## src/rtl/arrow_lane_tracker.sv

```systemverilog
// Game-state tracker for one arrow lane: spawns arrows, scrolls them each video
// frame, judges player presses against the target line, and keeps combo/score.
module arrow_lane_tracker #(
    parameter int SLOTS       = 4,
    parameter int Y_W         = 11,
    parameter int SPAWN_Y     = 480,
    parameter int TARGET_Y    = 165,
    parameter int SPEED       = 2,
    parameter int WIN_PERFECT = 8,
    parameter int WIN_GOOD    = 24
) (
    input  logic                       clk,
    input  logic                       rst,
    input  logic                       frame_tick,
    input  logic                       spawn_valid,
    output logic                       spawn_ready,
    input  logic                       hit_press,
    output logic [SLOTS-1:0]           slot_valid,
    output logic [SLOTS*Y_W-1:0]       slot_y,
    output logic                       judge_valid,
    output logic [1:0]                 judge_code,
    output logic                       miss_valid,
    output logic [$clog2(SLOTS+1)-1:0] miss_num,
    output logic [15:0]                combo,
    output logic [15:0]                score
);

    localparam int CNT_W = $clog2(SLOTS + 1);
    localparam int IDX_W = (SLOTS > 1) ? $clog2(SLOTS) : 1;
    localparam logic signed [Y_W:0] MISS_LIM_S = (Y_W + 1)'(TARGET_Y - WIN_GOOD);

    function automatic logic [Y_W-1:0] abs_dist(input logic [Y_W-1:0] y);
        logic [Y_W-1:0] t;
        t = Y_W'(TARGET_Y);
        abs_dist = (y >= t) ? (y - t) : (t - y);
    endfunction

    function automatic logic [15:0] sat_add(input logic [15:0] a, input logic [1:0] b);
        logic [16:0] s;
        s = {1'b0, a} + {15'b0, b};
        sat_add = s[16] ? 16'hFFFF : s[15:0];
    endfunction

    logic [SLOTS-1:0] slot_valid_r;
    logic [Y_W-1:0]   slot_y_r [SLOTS];
    logic             judge_valid_r;
    logic [1:0]       judge_code_r;
    logic             miss_valid_r;
    logic [CNT_W-1:0] miss_num_r;
    logic [15:0]      combo_r;
    logic [15:0]      score_r;

    logic [Y_W-1:0]   dist_s [SLOTS];
    logic             best_found_s;
    logic [IDX_W-1:0] best_idx_s;
    logic [Y_W-1:0]   best_dist_s;
    logic             take_s;
    logic [IDX_W-1:0] free_idx_s;
    logic             spawn_fire_s;
    logic [1:0]       judge_code_s;
    logic             hit_clear_s;
    logic signed [Y_W:0] y_next_s;
    logic [SLOTS-1:0] nv_s;
    logic [Y_W-1:0]   ny_s [SLOTS];
    logic [CNT_W-1:0] miss_cnt_s;
    logic [15:0]      combo_next_s;
    logic [15:0]      score_next_s;

    assign spawn_ready  = ~rst & ~(&slot_valid_r);
    assign spawn_fire_s = spawn_valid & spawn_ready;

    // Nearest-arrow search (strict < keeps the lowest index on ties) and free-slot pick.
    always_comb begin
        best_found_s = 1'b0;
        best_idx_s   = '0;
        best_dist_s  = '1;
        take_s       = 1'b0;
        free_idx_s   = '0;
        for (int i = 0; i < SLOTS; i++) begin
            dist_s[i]    = abs_dist(slot_y_r[i]);
            take_s       = slot_valid_r[i] & (~best_found_s | (dist_s[i] < best_dist_s));
            best_idx_s   = take_s ? IDX_W'(i) : best_idx_s;
            best_dist_s  = take_s ? dist_s[i] : best_dist_s;
            best_found_s = best_found_s | take_s;
        end
        for (int i = SLOTS - 1; i >= 0; i--) begin
            free_idx_s = slot_valid_r[i] ? free_idx_s : IDX_W'(i);
        end
    end

    // Judgement of the current press; the code doubles as the score increment.
    always_comb begin
        if (!hit_press || !best_found_s) begin
            judge_code_s = 2'b00;
        end else if (best_dist_s <= Y_W'(WIN_PERFECT)) begin
            judge_code_s = 2'b10;
        end else if (best_dist_s <= Y_W'(WIN_GOOD)) begin
            judge_code_s = 2'b01;
        end else begin
            judge_code_s = 2'b00;
        end
        hit_clear_s = hit_press & (judge_code_s != 2'b00);
    end

    // Per-slot next state: a judged slot is cleared before scrolling, spawns land on free slots.
    always_comb begin
        miss_cnt_s = '0;
        y_next_s   = '0;
        for (int i = 0; i < SLOTS; i++) begin
            nv_s[i]  = slot_valid_r[i];
            ny_s[i]  = slot_y_r[i];
            y_next_s = $signed({1'b0, slot_y_r[i]}) - $signed((Y_W + 1)'(SPEED));
            if (hit_clear_s && (best_idx_s == IDX_W'(i))) begin
                nv_s[i] = 1'b0;
            end else if (frame_tick && slot_valid_r[i]) begin
                if (y_next_s < MISS_LIM_S) begin
                    nv_s[i]    = 1'b0;
                    miss_cnt_s = miss_cnt_s + CNT_W'(1);
                end else begin
                    ny_s[i] = y_next_s[Y_W-1:0];
                end
            end else begin
                nv_s[i] = slot_valid_r[i];
            end
            if (spawn_fire_s && (free_idx_s == IDX_W'(i))) begin
                nv_s[i] = 1'b1;
                ny_s[i] = Y_W'(SPAWN_Y);
            end else begin
                ny_s[i] = ny_s[i];
            end
        end
    end

    // Counters: any miss this cycle wins over a hit for the combo, but the hit still scores.
    always_comb begin
        score_next_s = sat_add(score_r, judge_code_s);
        if (miss_cnt_s != '0) begin
            combo_next_s = 16'h0000;
        end else if (hit_press) begin
            combo_next_s = hit_clear_s ? sat_add(combo_r, 2'd1) : 16'h0000;
        end else begin
            combo_next_s = combo_r;
        end
    end

    // State and output registers.
    always_ff @(posedge clk) begin
        if (rst) begin
            slot_valid_r  <= '0;
            judge_valid_r <= 1'b0;
            judge_code_r  <= 2'b00;
            miss_valid_r  <= 1'b0;
            miss_num_r    <= '0;
            combo_r       <= 16'h0000;
            score_r       <= 16'h0000;
            for (int i = 0; i < SLOTS; i++) begin
                slot_y_r[i] <= '0;
            end
        end else begin
            slot_valid_r  <= nv_s;
            judge_valid_r <= hit_press;
            judge_code_r  <= judge_code_s;
            miss_valid_r  <= (miss_cnt_s != '0);
            miss_num_r    <= miss_cnt_s;
            combo_r       <= combo_next_s;
            score_r       <= score_next_s;
            for (int i = 0; i < SLOTS; i++) begin
                slot_y_r[i] <= ny_s[i];
            end
        end
    end

    // Flatten slot positions onto the output bus.
    always_comb begin
        slot_y = '0;
        for (int i = 0; i < SLOTS; i++) begin
            slot_y[i*Y_W +: Y_W] = slot_y_r[i];
        end
    end

    assign slot_valid  = slot_valid_r;
    assign judge_valid = judge_valid_r;
    assign judge_code  = judge_code_r;
    assign miss_valid  = miss_valid_r;
    assign miss_num    = miss_num_r;
    assign combo       = combo_r;
    assign score       = score_r;

endmodule

```

## config.mk

```make
export PLATFORM = sky130hd
export DESIGN_NAME = arrow_lane_tracker
export DESIGN_NICKNAME = d
export VERILOG_FILES = /design/src/rtl/arrow_lane_tracker.sv
export SDC_FILE = /design/constraint.sdc
export NUM_CORES = 1
export LEC_CHECK = 0
export BUFFER_PORTS_ARGS = -buffer_cell sky130_fd_sc_hd__buf_2
export CORE_ASPECT_RATIO = 1.4
export CORE_MARGIN = 1
export CORE_UTILIZATION = 30
export CTS_CLUSTER_DIAMETER = 30
export DETAILED_ROUTE_END_ITERATION = 8
export HOLD_SLACK_MARGIN = 0.1
export PLACE_DENSITY = 0.58
export SLEW_MARGIN = 20
export SYNTH_ARGS = -nofsm -noshare
export SYNTH_HDL_FRONTEND = slang
export SYNTH_SLANG_ARGS = --single-unit
```

## constraint.sdc

```tcl
create_clock -name clk -period 30.3 [get_ports clk]
set_input_delay 1.515 -clock clk [delete_from_list [all_inputs] [get_ports clk]]
set_output_delay 1.515 -clock clk [all_outputs]
set_load 0.005 [all_outputs]
```

[Word-level counts from Yosys, hierarchy flattened]
Memories as Yosys holds them, arrays and structs flattened.
Index checks and enable logic that the tools add are counted.
Storage, ports and cells
  flip-flop bits (word level): 43
  bits in writable memories: 44
  input bits: 5
  output and inout bits: 88
  memories kept: 1
Memories
  slot_y_r: words 4, width 11, rd ports 4, clocked after memory_dff 0, write ports 4, line 45  | logic [Y_W-1:0] slot_y_r [SLOTS];
Cells by class
  $add $sub $neg: 17
  order comparisons: 13
  eq/ne operators: 6
  multiplexer cells: 72
  bitwise gates (word level): 21
  reduce and logical (&&, ||, !) cells: 33
Operators with widths (number)
  $mux 11: 28
  $lt 12x9->1 const B: 4
  $mux 16: 3
  $sub 11x2->12 const B: 4
  $ge 11x8->1 const B: 4
  $sub 11x8->11 const B: 4
  $sub 8x11->11 const A: 4
  $lt 11x11->1: 3
  $mux 3: 9
  $reduce_bool 3->1: 9
  $mux 1: 24
  $add 16x1->17 const B: 1
  $add 16x2->17: 1
  $mux 2: 8
  $logic_and 1x1->1: 12
  $le 11x4->1 const B: 1
  $le 11x5->1 const B: 1
  $or 1x1->1: 10
  $add 3x1->3 const B: 3
  $eq 2x2->1 const B: 4
  $reduce_and 2->1: 4
  $and 1x1->1: 6
  $not 1->1: 5
  $eq 2x1->1 const B: 2
  other kinds (6): 8

[Longest topological paths before layout]
An unclocked memory read counts as a cell.
  depth after elaboration: 38
  depth in mapped cells: 51
  mapped depth without buffers: 43

[Worst setup path before layout]
Ideal clock, no wire load.
  path kind: reg-to-reg
  start point: memory slot_y_r[1][1]
  end point: register combo_r[12], in the netlist combo[12]
  setup time: 88 ps
  arrival: 9829 ps
  data required time: 30212 ps
  path slack: 20383 ps
  stages on the path, launching flop included: 48
  buffers on the path: 7
  period minus slack after synthesis: 9917 ps
  cells stage by stage: dfxtp_1 ha_1 or4_4 nand2_2 nand2_2 xnor2_1 inv_1 ha_1 o211ai_1 a21oi_1 a211oi_1 o311ai_2 buf_2 clkbuf_1 nand2_1 o21ai_0 ha_1 a21oi_1 [... 12 more ...] or4_1 o31a_1 a211oi_2 and2_1 buf_2 buf_2 a21oi_1 ha_1 o211ai_1 o211ai_4 ha_1 mux2_2 ha_1 nor3b_1 mux2i_1 a21o_4 buf_8 nor4_4
RTL lines
  start, declared: line 45
  end signal, assigned: line 165  | combo_r <= combo_next_s;
  end, declared: line 50  | logic [15:0] combo_r;

==> impl_results.rst <==
.. list-table::
   :header-rows: 1

   * - Metric
     - Value
   * - Overall routed net length
     - around 19000 µm
   * - Clock-pin slew reported for the worst setup and hold paths after clock tree synthesis
     - 60 ps
   * - Final number of hold-violating endpoints
     - 0
   * - Proportion of layout cells with a drive suffix above 1
     - between 10% and 20%
   * - Highest-delay cell along the critical path
     - sky130_fd_sc_hd__and2_1
   * - Worst max-slew margin expressed relative to the limit
     - around 47%
   * - Area used by multi-input combinational logic
     - 0.00503 mm²
   * - Total number of vias
     - around 6600
   * - Area after detailed placement
     - 0.00767 mm²
   * - Async SR Flop Fraction
     - 0%
   * - CTS tree
     - built
   * - Area share of the largest cell type after synthesis
     - 23.4%
   * - Antenna diode count
     - 0
   * - Worst ir drop on vdd
     - about 0.000026 V
   * - Yosys synthesis warning count
     - 0
   * - Vias per cell
     - 5.20
   * - Clock tree root driver cell
     - sky130_fd_sc_hd__clkbuf_16
   * - Met2 demand-to-capacity share in global routing
     - ~29%
   * - Distinct cell type count of the synthesized netlist
     - 84
   * - Max Fclk
     - 0.0937 GHz
   * - Psw
     - about 77 µW
   * - Max-cap check violation count
     - 0
   * - Core area
     - around 0.023 mm²
   * - Combinational fraction of design power
     - around 17%
   * - Global-route wire length before repair
     - slightly above 30000 µm
   * - Internal power summed over all cells
     - 194 µW
   * - Clock tree skew after final layout
     - 6.22 ps
   * - Total count of max-transition violations in the final report
     - 0
   * - Clock period minus worst slack
     - 10670 ps
   * - Buffer levels on the longest clock path
     - 2
   * - Gate count after technology mapping
     - 912
   * - Ranking of synthesized cells by area
     - sky130_fd_sc_hd__dfxtp_1, sky130_fd_sc_hd__xnor2_1, sky130_fd_sc_hd__ha_1, sky130_fd_sc_hd__a21oi_1, sky130_fd_sc_hd__nor2_1
   * - Crit path kind
     - reg -> reg
   * - Iteration-0 DRC Markers
     - approximately 300
   * - Clock latency on the worst-skew pair
     - around 350 ps
   * - Maximum net fanout on the critical path
     - 27
   * - Area taken by flip-flops and latches
     - ~0.0017 mm²
   * - Die area
     - 0.0243 mm²
   * - # hold bufs at CTS
     - 0
   * - Setup TNS
     - 0 ps
   * - Share of total power consumed by net switching
     - 28.5%
   * - Buffers inserted during post-CTS setup optimization
     - 0
   * - Required time of the critical path
     - approximately 30000 ps
   * - Post-route DRC
     - 0
   * - Final cell area excluding filler cells
     - around 0.0080 mm²
   * - Largest stage delay, worst path
     - 600 ps
   * - TritonCTS Sinks
     - 83
   * - Hold crit path type
     - reg -> reg
   * - Routed wirelength normalized by instance count
     - 14.9 µm
   * - Overflow left after global routing
     - 0
   * - Port buffer count
     - around 90
   * - Top cell type by total area after synthesis
     - sky130_fd_sc_hd__dfxtp_1
   * - Sequential cell area fraction in the yosys report
     - 23.4%
   * - Largest net degree at the start of global routing
     - 34
   * - Unrepaired setup endpoints after global routing
     - false
   * - Global-route track usage on met3
     - between 2 and 3%
   * - RD Place Congestion
     - 0.883
   * - Result of the run
     - completed
   * - Detailed placer's ending HPWL
     - approximately 14000 µm
   * - Top-level port count
     - between 90 and 100
   * - Setup violators final
     - 0
   * - Sort of element at the end of the critical path
     - register
   * - Global-route track usage on met1
     - roughly 18%
   * - Initial antenna violation count
     - 0
   * - Clk network pwr share
     - between 40% and 50%
   * - Standard-cell rows
     - 66
   * - Die X-Extent
     - around 130 µm
   * - Clock buffer count from CTS
     - 9
   * - Number of enable-type register cells in the synthesized netlist
     - 0
   * - Number of nets still failing antenna checks after routing
     - 0
   * - Cell occurring most often along the worst timing path
     - sky130_fd_sc_hd__ha_1
   * - Starting density of the core
     - 30.6%
   * - Flop and latch count out of synthesis
     - between 80 and 90
   * - Number of nets at the end of the flow
     - about 1000
   * - Most Crowded Layer GR
     - met2
   * - Most used flip-flop cell after synthesis
     - sky130_fd_sc_hd__dfxtp_1
   * - Pleak
     - 0.00324 µW
   * - WHS Path Cells
     - 2
   * - Cell area after synthesis
     - 0.00711 mm²
   * - Seq pwr share
     - 42.5%
   * - Power density normalized to cell area
     - between 30 and 40 mW/mm²
   * - Pre-antenna DRT Iters
     - 5
   * - Area growth from synthesis to layout
     - 11.9%
   * - Die outline height
     - between 150 and 200 µm
   * - Worst Max-Slew Pin Slew
     - 790 ps
   * - Period Utilization, post-route
     - approximately a third
   * - GRT Util Overall
     - between 10% and 20%
   * - Synthesized area per cell
     - approximately 7.8 µm²
   * - Arrival time of the worst setup path
     - between 10000 and 15000 ps
   * - Number of gates resized after CTS
     - 0
   * - Max H-tree Level
     - 3
   * - Via count of the first global-routing pass
     - about 6000
   * - Element type at the critical path start
     - register
   * - Cells on worst reg2reg path
     - 40
   * - Number of filler cells placed in the layout
     - approximately 2400
==> worst max-delay path: cells and delay by family, from the launching register on <==
kind	cells	cell delay (ps)
AOI/OAI and AO/OA	18	4510
xor gates and xnor gates	1	170
adders and majority gates	7	2130
buffers and inverters	2	460
DFF	1	550
muxes	2	430
and+or+nand+nor	10	2290
==> path summary, 6_finish.rpt <==
kind / startpoint / end / slack, ps
hold / removal: score[15] / score[15] / 560
hold reg to reg: score[15] / score[15] / 560
setup / recovery: slot_y_r[0][1] / combo[11] / 19630
setup reg to reg: slot_y_r[0][1] / combo[11] / 19630
==> Yosys cell counts (7+ instances only) <==
cell / instances
sky130_fd_sc_hd__nor4_1: 18
sky130_fd_sc_hd__o21ai_0: 47
sky130_fd_sc_hd__nor2b_1: 14
sky130_fd_sc_hd__o21a_1: 7
sky130_fd_sc_hd__o211ai_1: 8
sky130_fd_sc_hd__nand2_1: 79
sky130_fd_sc_hd__nand2b_1: 11
sky130_fd_sc_hd__nand3b_1: 8
sky130_fd_sc_hd__a2111oi_4: 7
sky130_fd_sc_hd__mux2i_1: 14
sky130_fd_sc_hd__and3_1: 9
sky130_fd_sc_hd__a21oi_1: 73
sky130_fd_sc_hd__o31a_1: 7
sky130_fd_sc_hd__nor3_1: 24
sky130_fd_sc_hd__ha_1: 45
sky130_fd_sc_hd__a31oi_1: 12
sky130_fd_sc_hd__buf_4: 7
sky130_fd_sc_hd__a211oi_1: 9
sky130_fd_sc_hd__buf_2: 14
sky130_fd_sc_hd__clkbuf_1: 35
sky130_fd_sc_hd__nand3_1: 26
sky130_fd_sc_hd__dfxtp_1: 83
sky130_fd_sc_hd__nor2_1: 93
sky130_fd_sc_hd__xor2_1: 25
sky130_fd_sc_hd__inv_1: 32
sky130_fd_sc_hd__or3_1: 7
sky130_fd_sc_hd__xnor2_1: 68
sky130_fd_sc_hd__o21ai_1: 10
==> area by class of cell <==
class | count | area share (%)
flip-flops and latches | 83 | 20.9
clock inverters | 2 | 0.472
clock buffers | 12 | 3.10
well taps | 306 | 4.81
inverters | 33 | 1.56
multi-input cells | 735 | 63.2
repair buffers | 92 | 5.92
==> layer usage <==
metal,wire length (µm),share of wire (%)
met1,8070,43
met2,9510,50
met3,689,3.7
met4,574,3.0
met5,0,0
==> stage by stage <==
stage,hold WS [ps],setup slack (ps),total power [µW],instances,utilization [%]
finish,564,19630,272,1263,34.3
global route,610,18800,286,1263,34.3
CTS,571,19700,276,1263,34.3
detailed placement,560,19740,164,1249,33.0
global placement,548,20060,164,1249,33.0
floorplan,513,20380,153,915,-
==> layout by cell type (no fill, tap or decap), drive strengths merged, types with 8 or more instances in the layout <==
master / Yosys / final
nor3: 26 / 26
o211ai: 9 / 9
mux2i: 14 / 14
nor2: 93 / 93
inv: 33 / 33
a31oi: 13 / 13
a2111oi: 13 / 13
nor2b: 14 / 14
buf: 29 / 92
and3: 9 / 9
nand2: 81 / 81
a211oi: 10 / 10
dfxtp: 83 / 83
nand3: 26 / 26
nand2b: 11 / 11
clkbuf: 35 / 12
xor2: 25 / 25
ha: 45 / 45
nand3b: 8 / 8
xnor2: 68 / 68
o21ai: 61 / 61
a21oi: 73 / 73
nor4: 20 / 20
==> state kept, by name (all words and copies together), names as in the netlist <==
signal / count
miss_num: 3
judge_valid: 1
combo: 16
slot_valid: 4
slot_y_r: 40
miss_valid: 1
judge_code: 2
score: 16
==> power by group through the flow <==
stage                     Sequential (µW)  Clock, µW  Combinational (µW)
after floorplan                       115          0                38.9
after global placement                118          0                45.7
after detailed placement              118          0                46.1
after CTS                             115        114                46.3
after global routing                  116        118                51.8
final                                 115        110                46.1
==> cell families after synthesis <==
logic type / after synthesis / share of synthesized area [%]
AO/OA/AOI/OAI: 239 / 24.4
other: 1 / 0.0528
flip-flops: 83 / 23.4
AND/OR/NAND/NOR: 334 / 23.8
adder cells (fa/ha/maj): 48 / 8.49
multiplexers: 17 / 2.45
XOR/XNOR: 93 / 11.5
buffers and inverters: 97 / 6.00
Note: power is estimated with default switching activity, not from simulation.
